`config.mk`:
```
export PLATFORM = sky130hd
export DESIGN_NAME = pipe_ctrl_flat
export DESIGN_NICKNAME = d
export VERILOG_FILES = /design/src/rtl/pipe_ctrl_if.sv /design/src/rtl/pipe_ctrl.sv /design/src/flat_wrapper.sv
export SDC_FILE = /design/constraint.sdc
export NUM_CORES = 1
export LEC_CHECK = 0
export ABC_CLOCK_PERIOD_IN_PS = 2200
export BUFFER_PORTS_ARGS = -buffer_cell sky130_fd_sc_hd__buf_2
export CELL_PAD_IN_SITES_DETAIL_PLACEMENT = 0
export CELL_PAD_IN_SITES_GLOBAL_PLACEMENT = 1
export CORE_UTILIZATION = 36
export CTS_BUF_LIST = sky130_fd_sc_hd__clkbuf_16
export DETAILED_ROUTE_END_ITERATION = 10
export GPL_ROUTABILITY_DRIVEN = 0
export PLACE_DENSITY = 0.76
export SLEW_MARGIN = 20
export SYNTH_ARGS = -nofsm -noshare
export SYNTH_HDL_FRONTEND = slang
export SYNTH_SLANG_ARGS = --single-unit
```
`constraint.sdc`:
```
create_clock -name clk -period 2.2 [get_ports clk]
set_input_delay 0.44 -clock clk [delete_from_list [all_inputs] [get_ports clk]]
set_output_delay 0.44 -clock clk [all_outputs]
set_load 0.005 [all_outputs]
```
`src/rtl/pipe_ctrl_if.sv`:
```
// Signal bundle between the pipeline datapath and the pipeline controller.
// Hazard inputs and data-memory status come in. Register enables, flushes,
// the memory request, status flags and the debug state go out.
//
// Memory handshake: dmem_req_o is the request (valid) and dmem_ready_i is the
// completion (ready). An access completes on a rising clk edge where both are 1.
// Once the controller has seen a request stall (MEM_WAIT), it holds
// dmem_req_o high until dmem_ready_i arrives. A timeout is the only exception.
interface pipe_ctrl_if;
    logic [4:0]  id_rs1_i;
    logic [4:0]  id_rs2_i;
    logic        id_rs1_used_i;
    logic        id_rs2_used_i;
    logic [4:0]  ex_rd_i;
    logic        ex_is_load_i;
    logic        ex_branch_taken_i;
    logic        mem_access_i;
    logic        dmem_ready_i;
    logic        pc_en_o;
    logic        if2id_en_o;
    logic        id2ex_en_o;
    logic        ex2mem_en_o;
    logic        if2id_flush_o;
    logic        id2ex_flush_o;
    logic        mem2wb_flush_o;
    logic        dmem_req_o;
    logic        dmem_timeout_o;
    logic [15:0] stall_cnt_o;
    logic [1:0]  state_o;      // debug: 0=RUN, 1=MEM_WAIT, 2=TIMEOUT

    // Controller side
    modport slave (
        input  id_rs1_i, id_rs2_i, id_rs1_used_i, id_rs2_used_i,
        input  ex_rd_i, ex_is_load_i, ex_branch_taken_i,
        input  mem_access_i, dmem_ready_i,
        output pc_en_o, if2id_en_o, id2ex_en_o, ex2mem_en_o,
        output if2id_flush_o, id2ex_flush_o, mem2wb_flush_o,
        output dmem_req_o, dmem_timeout_o, stall_cnt_o, state_o
    );

    // Datapath / driver side
    modport master (
        output id_rs1_i, id_rs2_i, id_rs1_used_i, id_rs2_used_i,
        output ex_rd_i, ex_is_load_i, ex_branch_taken_i,
        output mem_access_i, dmem_ready_i,
        input  pc_en_o, if2id_en_o, id2ex_en_o, ex2mem_en_o,
        input  if2id_flush_o, id2ex_flush_o, mem2wb_flush_o,
        input  dmem_req_o, dmem_timeout_o, stall_cnt_o, state_o
    );
endinterface

```
`src/rtl/pipe_ctrl.sv`:
```
// Five-stage pipeline controller.
// Memory stalls take priority over branch flushes, and branch flushes take
// priority over load-use stalls. A data-memory wait longer than
// TIMEOUT_CYCLES locks the pipeline in TIMEOUT until reset.
// All control outputs are combinational from the state and the inputs.
module pipe_ctrl #(
    parameter int TIMEOUT_CYCLES = 16
) (
    input  logic        clk,
    input  logic        rst_n,
    pipe_ctrl_if.slave  bus
);

    localparam int WCW_RAW = $clog2(TIMEOUT_CYCLES + 1);
    localparam int WCW     = (WCW_RAW < 1) ? 1 : WCW_RAW;
    localparam bit TO_EN   = (TIMEOUT_CYCLES > 0);
    // Last wait count before a timeout. It is only used when TO_EN is set.
    localparam logic [WCW-1:0] WAIT_LAST = WCW'(TIMEOUT_CYCLES - 1);

    typedef enum logic [1:0] {
        RUN      = 2'd0,
        MEM_WAIT = 2'd1,
        TIMEOUT  = 2'd2
    } state_t;

    state_t           r_state;
    state_t           w_state_nxt;
    logic [WCW-1:0]   r_wait_cnt;
    logic [WCW-1:0]   w_wait_cnt_nxt;
    logic             r_timeout;
    logic             w_timeout_set;
    logic [15:0]      r_stall_cnt;

    logic             w_load_use;
    logic             w_pc_en;
    logic             w_if2id_en;
    logic             w_id2ex_en;
    logic             w_ex2mem_en;
    logic             w_if2id_flush;
    logic             w_id2ex_flush;
    logic             w_mem2wb_flush;
    logic             w_dmem_req;

    // Load-use hazard: the ID stage reads a register that a load in EX
    // has not yet produced. x0 never creates a hazard.
    always_comb begin
        w_load_use = bus.ex_is_load_i && (bus.ex_rd_i != 5'd0) &&
                     ((bus.id_rs1_used_i && (bus.id_rs1_i == bus.ex_rd_i)) ||
                      (bus.id_rs2_used_i && (bus.id_rs2_i == bus.ex_rd_i)));
    end

    // Next state, wait counter and prioritised stall/flush decode
    always_comb begin
        w_state_nxt    = r_state;
        w_wait_cnt_nxt = r_wait_cnt;
        w_timeout_set  = 1'b0;
        w_pc_en        = 1'b1;
        w_if2id_en     = 1'b1;
        w_id2ex_en     = 1'b1;
        w_ex2mem_en    = 1'b1;
        w_if2id_flush  = 1'b0;
        w_id2ex_flush  = 1'b0;
        w_mem2wb_flush = 1'b0;
        w_dmem_req     = 1'b0;

        case (r_state)
            RUN: begin
                w_dmem_req     = bus.mem_access_i;
                w_wait_cnt_nxt = '0;
                if (bus.mem_access_i && !bus.dmem_ready_i) begin
                    // Memory stall: freeze the front end and bubble WB
                    w_pc_en        = 1'b0;
                    w_if2id_en     = 1'b0;
                    w_id2ex_en     = 1'b0;
                    w_ex2mem_en    = 1'b0;
                    w_mem2wb_flush = 1'b1;
                    w_state_nxt    = MEM_WAIT;
                end else if (bus.ex_branch_taken_i) begin
                    // Taken branch: squash the two younger instructions
                    w_if2id_flush  = 1'b1;
                    w_id2ex_flush  = 1'b1;
                end else if (w_load_use) begin
                    // Load-use: hold PC and IF/ID, and insert a bubble into EX
                    w_pc_en        = 1'b0;
                    w_if2id_en     = 1'b0;
                    w_id2ex_flush  = 1'b1;
                end
            end
            MEM_WAIT: begin
                w_dmem_req = 1'b1;
                if (!bus.dmem_ready_i) begin
                    w_pc_en        = 1'b0;
                    w_if2id_en     = 1'b0;
                    w_id2ex_en     = 1'b0;
                    w_ex2mem_en    = 1'b0;
                    w_mem2wb_flush = 1'b1;
                    if (TO_EN && (r_wait_cnt == WAIT_LAST)) begin
                        w_state_nxt   = TIMEOUT;
                        w_timeout_set = 1'b1;
                    end else begin
                        w_wait_cnt_nxt = r_wait_cnt + WCW'(1);
                    end
                end else begin
                    w_wait_cnt_nxt = '0;
                    w_state_nxt    = RUN;
                end
            end
            TIMEOUT: begin
                // Dead-locked memory: hold everything and issue no requests
                w_pc_en     = 1'b0;
                w_if2id_en  = 1'b0;
                w_id2ex_en  = 1'b0;
                w_ex2mem_en = 1'b0;
            end
            default: begin
                w_state_nxt = RUN;
            end
        endcase

        // During reset, hold every stage and flush the whole pipe
        if (!rst_n) begin
            w_pc_en        = 1'b0;
            w_if2id_en     = 1'b0;
            w_id2ex_en     = 1'b0;
            w_ex2mem_en    = 1'b0;
            w_if2id_flush  = 1'b1;
            w_id2ex_flush  = 1'b1;
            w_mem2wb_flush = 1'b1;
            w_dmem_req     = 1'b0;
        end
    end

    // FSM state, wait counter and sticky timeout flag
    always_ff @(posedge clk or negedge rst_n) begin
        if (!rst_n) begin
            r_state    <= RUN;
            r_wait_cnt <= '0;
            r_timeout  <= 1'b0;
        end else begin
            r_state    <= w_state_nxt;
            r_wait_cnt <= w_wait_cnt_nxt;
            r_timeout  <= r_timeout | w_timeout_set;
        end
    end

    // Saturating count of cycles in which the PC is held
    always_ff @(posedge clk or negedge rst_n) begin
        if (!rst_n) begin
            r_stall_cnt <= 16'd0;
        end else if (!w_pc_en && (r_stall_cnt != 16'hFFFF)) begin
            r_stall_cnt <= r_stall_cnt + 16'd1;
        end
    end

    assign bus.pc_en_o        = w_pc_en;
    assign bus.if2id_en_o     = w_if2id_en;
    assign bus.id2ex_en_o     = w_id2ex_en;
    assign bus.ex2mem_en_o    = w_ex2mem_en;
    assign bus.if2id_flush_o  = w_if2id_flush;
    assign bus.id2ex_flush_o  = w_id2ex_flush;
    assign bus.mem2wb_flush_o = w_mem2wb_flush;
    assign bus.dmem_req_o     = w_dmem_req;
    assign bus.dmem_timeout_o = r_timeout;
    assign bus.stall_cnt_o    = r_stall_cnt;
    assign bus.state_o        = r_state;

endmodule

```
`src/flat_wrapper.sv`:
```
// flat-port wrapper written by rule: the top's interface ports become plain ports
module pipe_ctrl_flat 
#(
    parameter int TIMEOUT_CYCLES = 16
)
  (clk, rst_n, bus_id_rs1_i, bus_id_rs2_i, bus_id_rs1_used_i, bus_id_rs2_used_i, bus_ex_rd_i, bus_ex_is_load_i, bus_ex_branch_taken_i, bus_mem_access_i, bus_dmem_ready_i, bus_pc_en_o, bus_if2id_en_o, bus_id2ex_en_o, bus_ex2mem_en_o, bus_if2id_flush_o, bus_id2ex_flush_o, bus_mem2wb_flush_o, bus_dmem_req_o, bus_dmem_timeout_o, bus_stall_cnt_o, bus_state_o);
  pipe_ctrl_if bus_i ();
  input  logic clk;
  input  logic rst_n;
  input wire logic [$bits(bus_i.id_rs1_i)-1:0] bus_id_rs1_i;
  input wire logic [$bits(bus_i.id_rs2_i)-1:0] bus_id_rs2_i;
  input wire logic [$bits(bus_i.id_rs1_used_i)-1:0] bus_id_rs1_used_i;
  input wire logic [$bits(bus_i.id_rs2_used_i)-1:0] bus_id_rs2_used_i;
  input wire logic [$bits(bus_i.ex_rd_i)-1:0] bus_ex_rd_i;
  input wire logic [$bits(bus_i.ex_is_load_i)-1:0] bus_ex_is_load_i;
  input wire logic [$bits(bus_i.ex_branch_taken_i)-1:0] bus_ex_branch_taken_i;
  input wire logic [$bits(bus_i.mem_access_i)-1:0] bus_mem_access_i;
  input wire logic [$bits(bus_i.dmem_ready_i)-1:0] bus_dmem_ready_i;
  output wire logic [$bits(bus_i.pc_en_o)-1:0] bus_pc_en_o;
  output wire logic [$bits(bus_i.if2id_en_o)-1:0] bus_if2id_en_o;
  output wire logic [$bits(bus_i.id2ex_en_o)-1:0] bus_id2ex_en_o;
  output wire logic [$bits(bus_i.ex2mem_en_o)-1:0] bus_ex2mem_en_o;
  output wire logic [$bits(bus_i.if2id_flush_o)-1:0] bus_if2id_flush_o;
  output wire logic [$bits(bus_i.id2ex_flush_o)-1:0] bus_id2ex_flush_o;
  output wire logic [$bits(bus_i.mem2wb_flush_o)-1:0] bus_mem2wb_flush_o;
  output wire logic [$bits(bus_i.dmem_req_o)-1:0] bus_dmem_req_o;
  output wire logic [$bits(bus_i.dmem_timeout_o)-1:0] bus_dmem_timeout_o;
  output wire logic [$bits(bus_i.stall_cnt_o)-1:0] bus_stall_cnt_o;
  output wire logic [$bits(bus_i.state_o)-1:0] bus_state_o;
  assign bus_i.id_rs1_i = bus_id_rs1_i;
  assign bus_i.id_rs2_i = bus_id_rs2_i;
  assign bus_i.id_rs1_used_i = bus_id_rs1_used_i;
  assign bus_i.id_rs2_used_i = bus_id_rs2_used_i;
  assign bus_i.ex_rd_i = bus_ex_rd_i;
  assign bus_i.ex_is_load_i = bus_ex_is_load_i;
  assign bus_i.ex_branch_taken_i = bus_ex_branch_taken_i;
  assign bus_i.mem_access_i = bus_mem_access_i;
  assign bus_i.dmem_ready_i = bus_dmem_ready_i;
  assign bus_pc_en_o = bus_i.pc_en_o;
  assign bus_if2id_en_o = bus_i.if2id_en_o;
  assign bus_id2ex_en_o = bus_i.id2ex_en_o;
  assign bus_ex2mem_en_o = bus_i.ex2mem_en_o;
  assign bus_if2id_flush_o = bus_i.if2id_flush_o;
  assign bus_id2ex_flush_o = bus_i.id2ex_flush_o;
  assign bus_mem2wb_flush_o = bus_i.mem2wb_flush_o;
  assign bus_dmem_req_o = bus_i.dmem_req_o;
  assign bus_dmem_timeout_o = bus_i.dmem_timeout_o;
  assign bus_stall_cnt_o = bus_i.stall_cnt_o;
  assign bus_state_o = bus_i.state_o;
  pipe_ctrl #(.TIMEOUT_CYCLES(TIMEOUT_CYCLES)) u_core (.clk(clk), .rst_n(rst_n), .bus(bus_i));
endmodule
```
* After elaboration in Yosys (flattened, before gate mapping)
Index checks and enable logic that the tools add are counted.
** Storage, ports and cells
- Register bits after elaboration :: 24
** Cells by class
- $add $sub $neg :: 2
- Equality and inequality tests :: 9
- Multiplexer cells :: 34
- Bitwise logic cells :: 2
- Reduce and logical (&&, ||, !) cells :: 14
** Operators by type and width (count)
- $mux 1 :: 23
- $add 16x1->16 const B :: 1
- $ne 16x16->1 const B :: 1
- $eq 5x5->1 :: 2
- $mux 5 :: 2
- $pmux 5 s2 :: 1
- $logic_and 1x1->1 :: 6
- $mux 2 :: 3
- $pmux 1 s3 :: 2
- $pmux 2 s3 :: 1
- $add 5x1->5 const B :: 1
- $eq 5x4->1 const B :: 1
- $reduce_bool 5->1 :: 1
- $pmux 1 s2 :: 2
- $ne 3x2->1 const B :: 1
- $ne 3x3->1 const B :: 1
- $reduce_and 3->1 :: 1
- $eq 2x1->1 const B :: 1
- $eq 2x2->1 const B :: 1
- $logic_not 1->1 :: 2
- $logic_not 2->1 :: 1
- $ne 2x1->1 const B :: 1
- $reduce_and 2->1 :: 1
- $reduce_bool 2->1 :: 1
- 3 further kinds :: 3

* Depth between registers and ports, before layout
- Depth after elaboration :: 11
- Depth in mapped cells :: 8

* Least setup slack after synthesis
Ideal clock, no wire load.
- Path type :: input to output
- From :: input port bus_ex_rd_i[0]
- To :: output port bus_pc_en_o
- Data arrival time :: 1.684 ns
- Slack :: 0.076 ns
- Cell stages on the path :: 8
- Buffers on the path :: 2
- Cell sequence :: or4_1 -> o21ai_1 -> inv_1 -> a21oi_2 -> o21ai_2 -> buf_6 -> inv_1 -> buf_4
** Between the ends
- Cells in the longest elaborated chain, start to end :: 9
- Elaborated cells on any way between the ends :: 13
- Those cells by class :: eq/ne: 2; mux: 5; reduce/logical: 6
** RTL lines
- start: declaration :: RTL line flat_wrapper.sv:14 : input wire logic [$bits(bus_i.ex_rd_i)-1:0] bus_ex_rd_i;
- $eq 5x5->1 (on tied branches) :: RTL line pipe_ctrl.sv:48, pipe_ctrl.sv:49
- $logic_and 1x1->1 (on tied branches) :: RTL line pipe_ctrl.sv:48, pipe_ctrl.sv:49
- $logic_or 1x1->1 :: RTL line pipe_ctrl.sv:48 : ((bus.id_rs1_used_i && (bus.id_rs1_i == bus.ex_rd_i)) ||
- $logic_and 1x1->1 * :: RTL line pipe_ctrl.sv:47 : w_load_use = bus.ex_is_load_i && (bus.ex_rd_i != 5'd0) &&
- $mux 1 * (3 in a row)
- $pmux 1 s3 *
- $mux 1 *
- end: declaration :: RTL line flat_wrapper.sv:19 : output wire logic [$bits(bus_i.pc_en_o)-1:0] bus_pc_en_o;
Mark *: on every way between the ends. The rest lies on a longest branch, timed or not.

* Worst setup path after layout
- From :: input port bus_ex_rd_i[0]
- To :: output port bus_if2id_en_o
** Between the ends
- Cells in the longest elaborated chain, start to end :: 9
- Elaborated cells on any way between the ends :: 13
- Those cells by class :: eq/ne: 2; mux: 5; reduce/logical: 6
** RTL lines
- $eq 5x5->1 (on tied branches) :: RTL line pipe_ctrl.sv:48, pipe_ctrl.sv:49
- $logic_and 1x1->1 (on tied branches) :: RTL line pipe_ctrl.sv:48, pipe_ctrl.sv:49
- $logic_or 1x1->1 :: RTL line pipe_ctrl.sv:48
- $logic_and 1x1->1 * :: RTL line pipe_ctrl.sv:47
- $mux 1 * :: RTL line pipe_ctrl.sv:82 : end else if (w_load_use) begin
- $mux 1 * :: RTL line pipe_ctrl.sv:78 : end else if (bus.ex_branch_taken_i) begin
- $mux 1 * :: RTL line pipe_ctrl.sv:70 : if (bus.mem_access_i && !bus.dmem_ready_i) begin
- $pmux 1 s3 * :: RTL line pipe_ctrl.sv:66 : case (r_state)
- $mux 1 * :: RTL line pipe_ctrl.sv:121 : if (!rst_n) begin
- end: declaration :: RTL line flat_wrapper.sv:20 : output wire logic [$bits(bus_i.if2id_en_o)-1:0] bus_if2id_en_o;
Marks and branches as above.

==> impl_metrics.env <==
export IMPL_status="complete, no violations"
export IMPL_p_total_w=0.00103
export IMPL_vias=1216
export IMPL_die_w_um=64.0
export IMPL_pre_cts_ws_ps=15.0
export IMPL_powerDensity_mw_per_mm2=563
export IMPL_fin_skew_ps=5.46
export IMPL_hold_class="input pin to asynchronous set/reset pin"
export IMPL_comb_power_share=0.072
export IMPL_maxCapViolations=0
export IMPL_syn_inst=146
export IMPL_grt_max_degree=21
export IMPL_io_buffers=49
export IMPL_grt_pass1_wl_um=5330
export IMPL_die_h_um=64.0
export IMPL_clk_pin_slew_worst_paths_ps=60
export IMPL_syn_nets=172
export IMPL_hold_buffers=0
export IMPL_die_area_mm2=0.00409
export IMPL_rsz0062_at_grt="yes"
export IMPL_maxSlewViolCount=0
export IMPL_synth_top_area_cell="dfrtp_1"
export IMPL_min_period_ps=2160
export IMPL_crit_chain="buf_2 > or4_4 > o21ai_1 > inv_1 > a21oi_2 > o21ai_2 > inv_1 > buf_2"
export IMPL_grt_usage=0.162
export IMPL_tightest_slew_ps=376
export IMPL_sequentialPowerShare=0.431
export IMPL_cp_arrival_ps=1720
export IMPL_synth_edf_count=0
export IMPL_cp_required_ps=1760
export IMPL_setup_viol_count_final=0
export IMPL_antennaDiodeCount=0
export IMPL_post_route_period_util=0.982
export IMPL_layout_drive_gt1_share=0.330
export IMPL_hold_viol=0
export IMPL_drt_total_wl_um=3090
export IMPL_tritoncts="done"
export IMPL_cpLargestDelayFamily="simple AND/OR/NAND/NOR gates"
export IMPL_fmax_mhz=463
export IMPL_rows=22
export IMPL_dr_pass1_iters=4
export IMPL_cts_sink_count=24
export IMPL_clk_path_buf_depth=2
export IMPL_post_drt_wl_per_cell_um=12.4
export IMPL_cp_start_kind="input pin"
export IMPL_cpPeakStageDelay_ps=500
export IMPL_cts_made_buffers=3
export IMPL_ys_ff_latch=24
export IMPL_vdd_drop_max_uv=468
export IMPL_mostFrequentLayoutCells="buf_2, xnor2_1, dfrtp_1"
export IMPL_place_hpwl_um=2380
export IMPL_overflow=0
export IMPL_p_switching_w=0.000184
export IMPL_yosys_warnings=0
export IMPL_via_per_inst=4.90
export IMPL_io_pins=50
export IMPL_grt_pass1_vias=1229
export IMPL_synthFlopType="dfrtp_1"
export IMPL_final_common_cell="buf_2"
export IMPL_core_mm2=0.00366
export IMPL_worst_path_max_delay_cell="or4_4"
export IMPL_crit_path_max_fanout=4
export IMPL_slew_headroom=0.747
export IMPL_intPower_w=0.000841
export IMPL_clockPowerShare=0.497
export IMPL_path_class="input pin to output pin"
export IMPL_syn_avg_cell_area_um2=9.47
export IMPL_critPathBufInv=4
export IMPL_route_detailed_drc=0
export IMPL_cts_root_buf="clkbuf_16"
export IMPL_antenna_found_initial=0
export IMPL_nets=227
export IMPL_drt_iter0_drc=78
export IMPL_clkLatencyLatePin_ps=260
export IMPL_netlist_area_leader_share=0.434
export IMPL_p_leak_nw=0.943
export IMPL_antenna_left=0
export IMPL_yosysSeqAreaShare=0.434
export IMPL_cts_htree_levels=1
export IMPL_fin_ws_ps=40.1
export IMPL_netlist_area_mm2=0.00138
export IMPL_cp_end_kind="output pin"
export IMPL_area_delta_synth_final_pct=31.8
export IMPL_switching_share=0.180
export IMPL_ys_async_sr_fraction=1.00
export IMPL_ys_top_cells_by_area="dfrtp_1, xnor2_1, and3_1"
export IMPL_ys_types=29
export IMPL_start_util=0.378
==> per-stage QoR <==
step                instance area (um^2)  TNS [ps]   util  std cells  hold slack [ps]
CTS                                 1790         0  0.490        247             27.5
detailed placement                  1690         0  0.461        243              299
global placement                    1690         0  0.461        243              294
floorplan                           1380         0      -        146              144
global route                        1820     -14.8  0.498        248             37.9
finish                              1820         0  0.498        248             26.5
==> cell families after synthesis <==
kind of cell	after synthesis	synth area share
and+or+nand+nor	58	0.224
xor gates and xnor gates	25	0.158
DFF	24	0.434
AOI/OAI and AO/OA	20	0.0887
buffers and inverters	14	0.0516
adders and majority gates	3	0.0272
muxes	2	0.0154
==> path summary, 6_finish.rpt <==
path | from | endpoint | slack, ps | depth (start not counted)
worst max-delay path | bus_ex_rd_i[0] | bus_if2id_en_o | 40 | 8
worst min-delay path | rst_n | u_core.bus.state_o[1] | 30 | 1
worst max register to register | u_core.bus.stall_cnt_o[6] | u_core.bus.stall_cnt_o[4] | 280 | 8
worst min register to register | u_core.bus.dmem_timeout_o | u_core.bus.dmem_timeout_o | 470 | 1
max in group asynchronous | rst_n | u_core.bus.stall_cnt_o[1] | 1670 | 2
min in group clk | bus_dmem_ready_i | u_core.bus.state_o[0] | 400 | 2
==> registers in the layout (all words and copies together), names as in the netlist <==
signal / flops
u_core.bus.stall_cnt_o: 16
u_core.bus.dmem_timeout_o: 1
u_core.bus.state_o: 2
u_core.r_wait_cnt: 5
==> synthesized netlist by cell type (all sizes together) (2+ instances only) <==
cell type / instances
a21oi: 4
and3: 17
buf: 4
dfrtp: 24
ha: 3
inv: 9
nand2: 12
nand2b: 3
nand3: 17
nand4: 3
nor2: 2
nor3: 2
o21ai: 11
xnor2: 25
==> metal layers <==
layer / up-vias / GRT usage / routed length, um / part of all wire
met5: - / 0 / 0 / 0
met4: 0 / 0.0170 / 0 / 0
met3: 0 / 0.0393 / 182 / 0.059
met2: 42 / 0.294 / 1550 / 0.50
met1: 565 / 0.198 / 1350 / 0.44
li1: 609 / - / - / -
==> power by group through the flow <==
stage | sequential, W | combinational (W) | clock [W]
after detailed placement | 0.000449 | 0.0000695 | 0
after floorplan | 0.000450 | 0.0000246 | 0
after CTS | 0.000441 | 0.0000697 | 0.000527
final | 0.000441 | 0.0000738 | 0.000510
after global placement | 0.000449 | 0.0000673 | 0
after global routing | 0.000441 | 0.0000817 | 0.000540
==> area by class of cell <==
class / instances / area [um^2]
clock buffer: 3 / 75.1
clock inverter: 1 / 30.0
fill: 330 / 1840
inverter: 9 / 33.8
multi-input combinational: 108 / 721
sequential: 24 / 602
tap: 48 / 60.1
timing repair buffer: 55 / 300
==> timing repair <==
action                                  CTS  global route
endpoints found under the setup margin    0             2
gates resized for setup                   0             6
buffers inserted                          0             1
No activity file was read; power rests on OpenSTA's default activity.
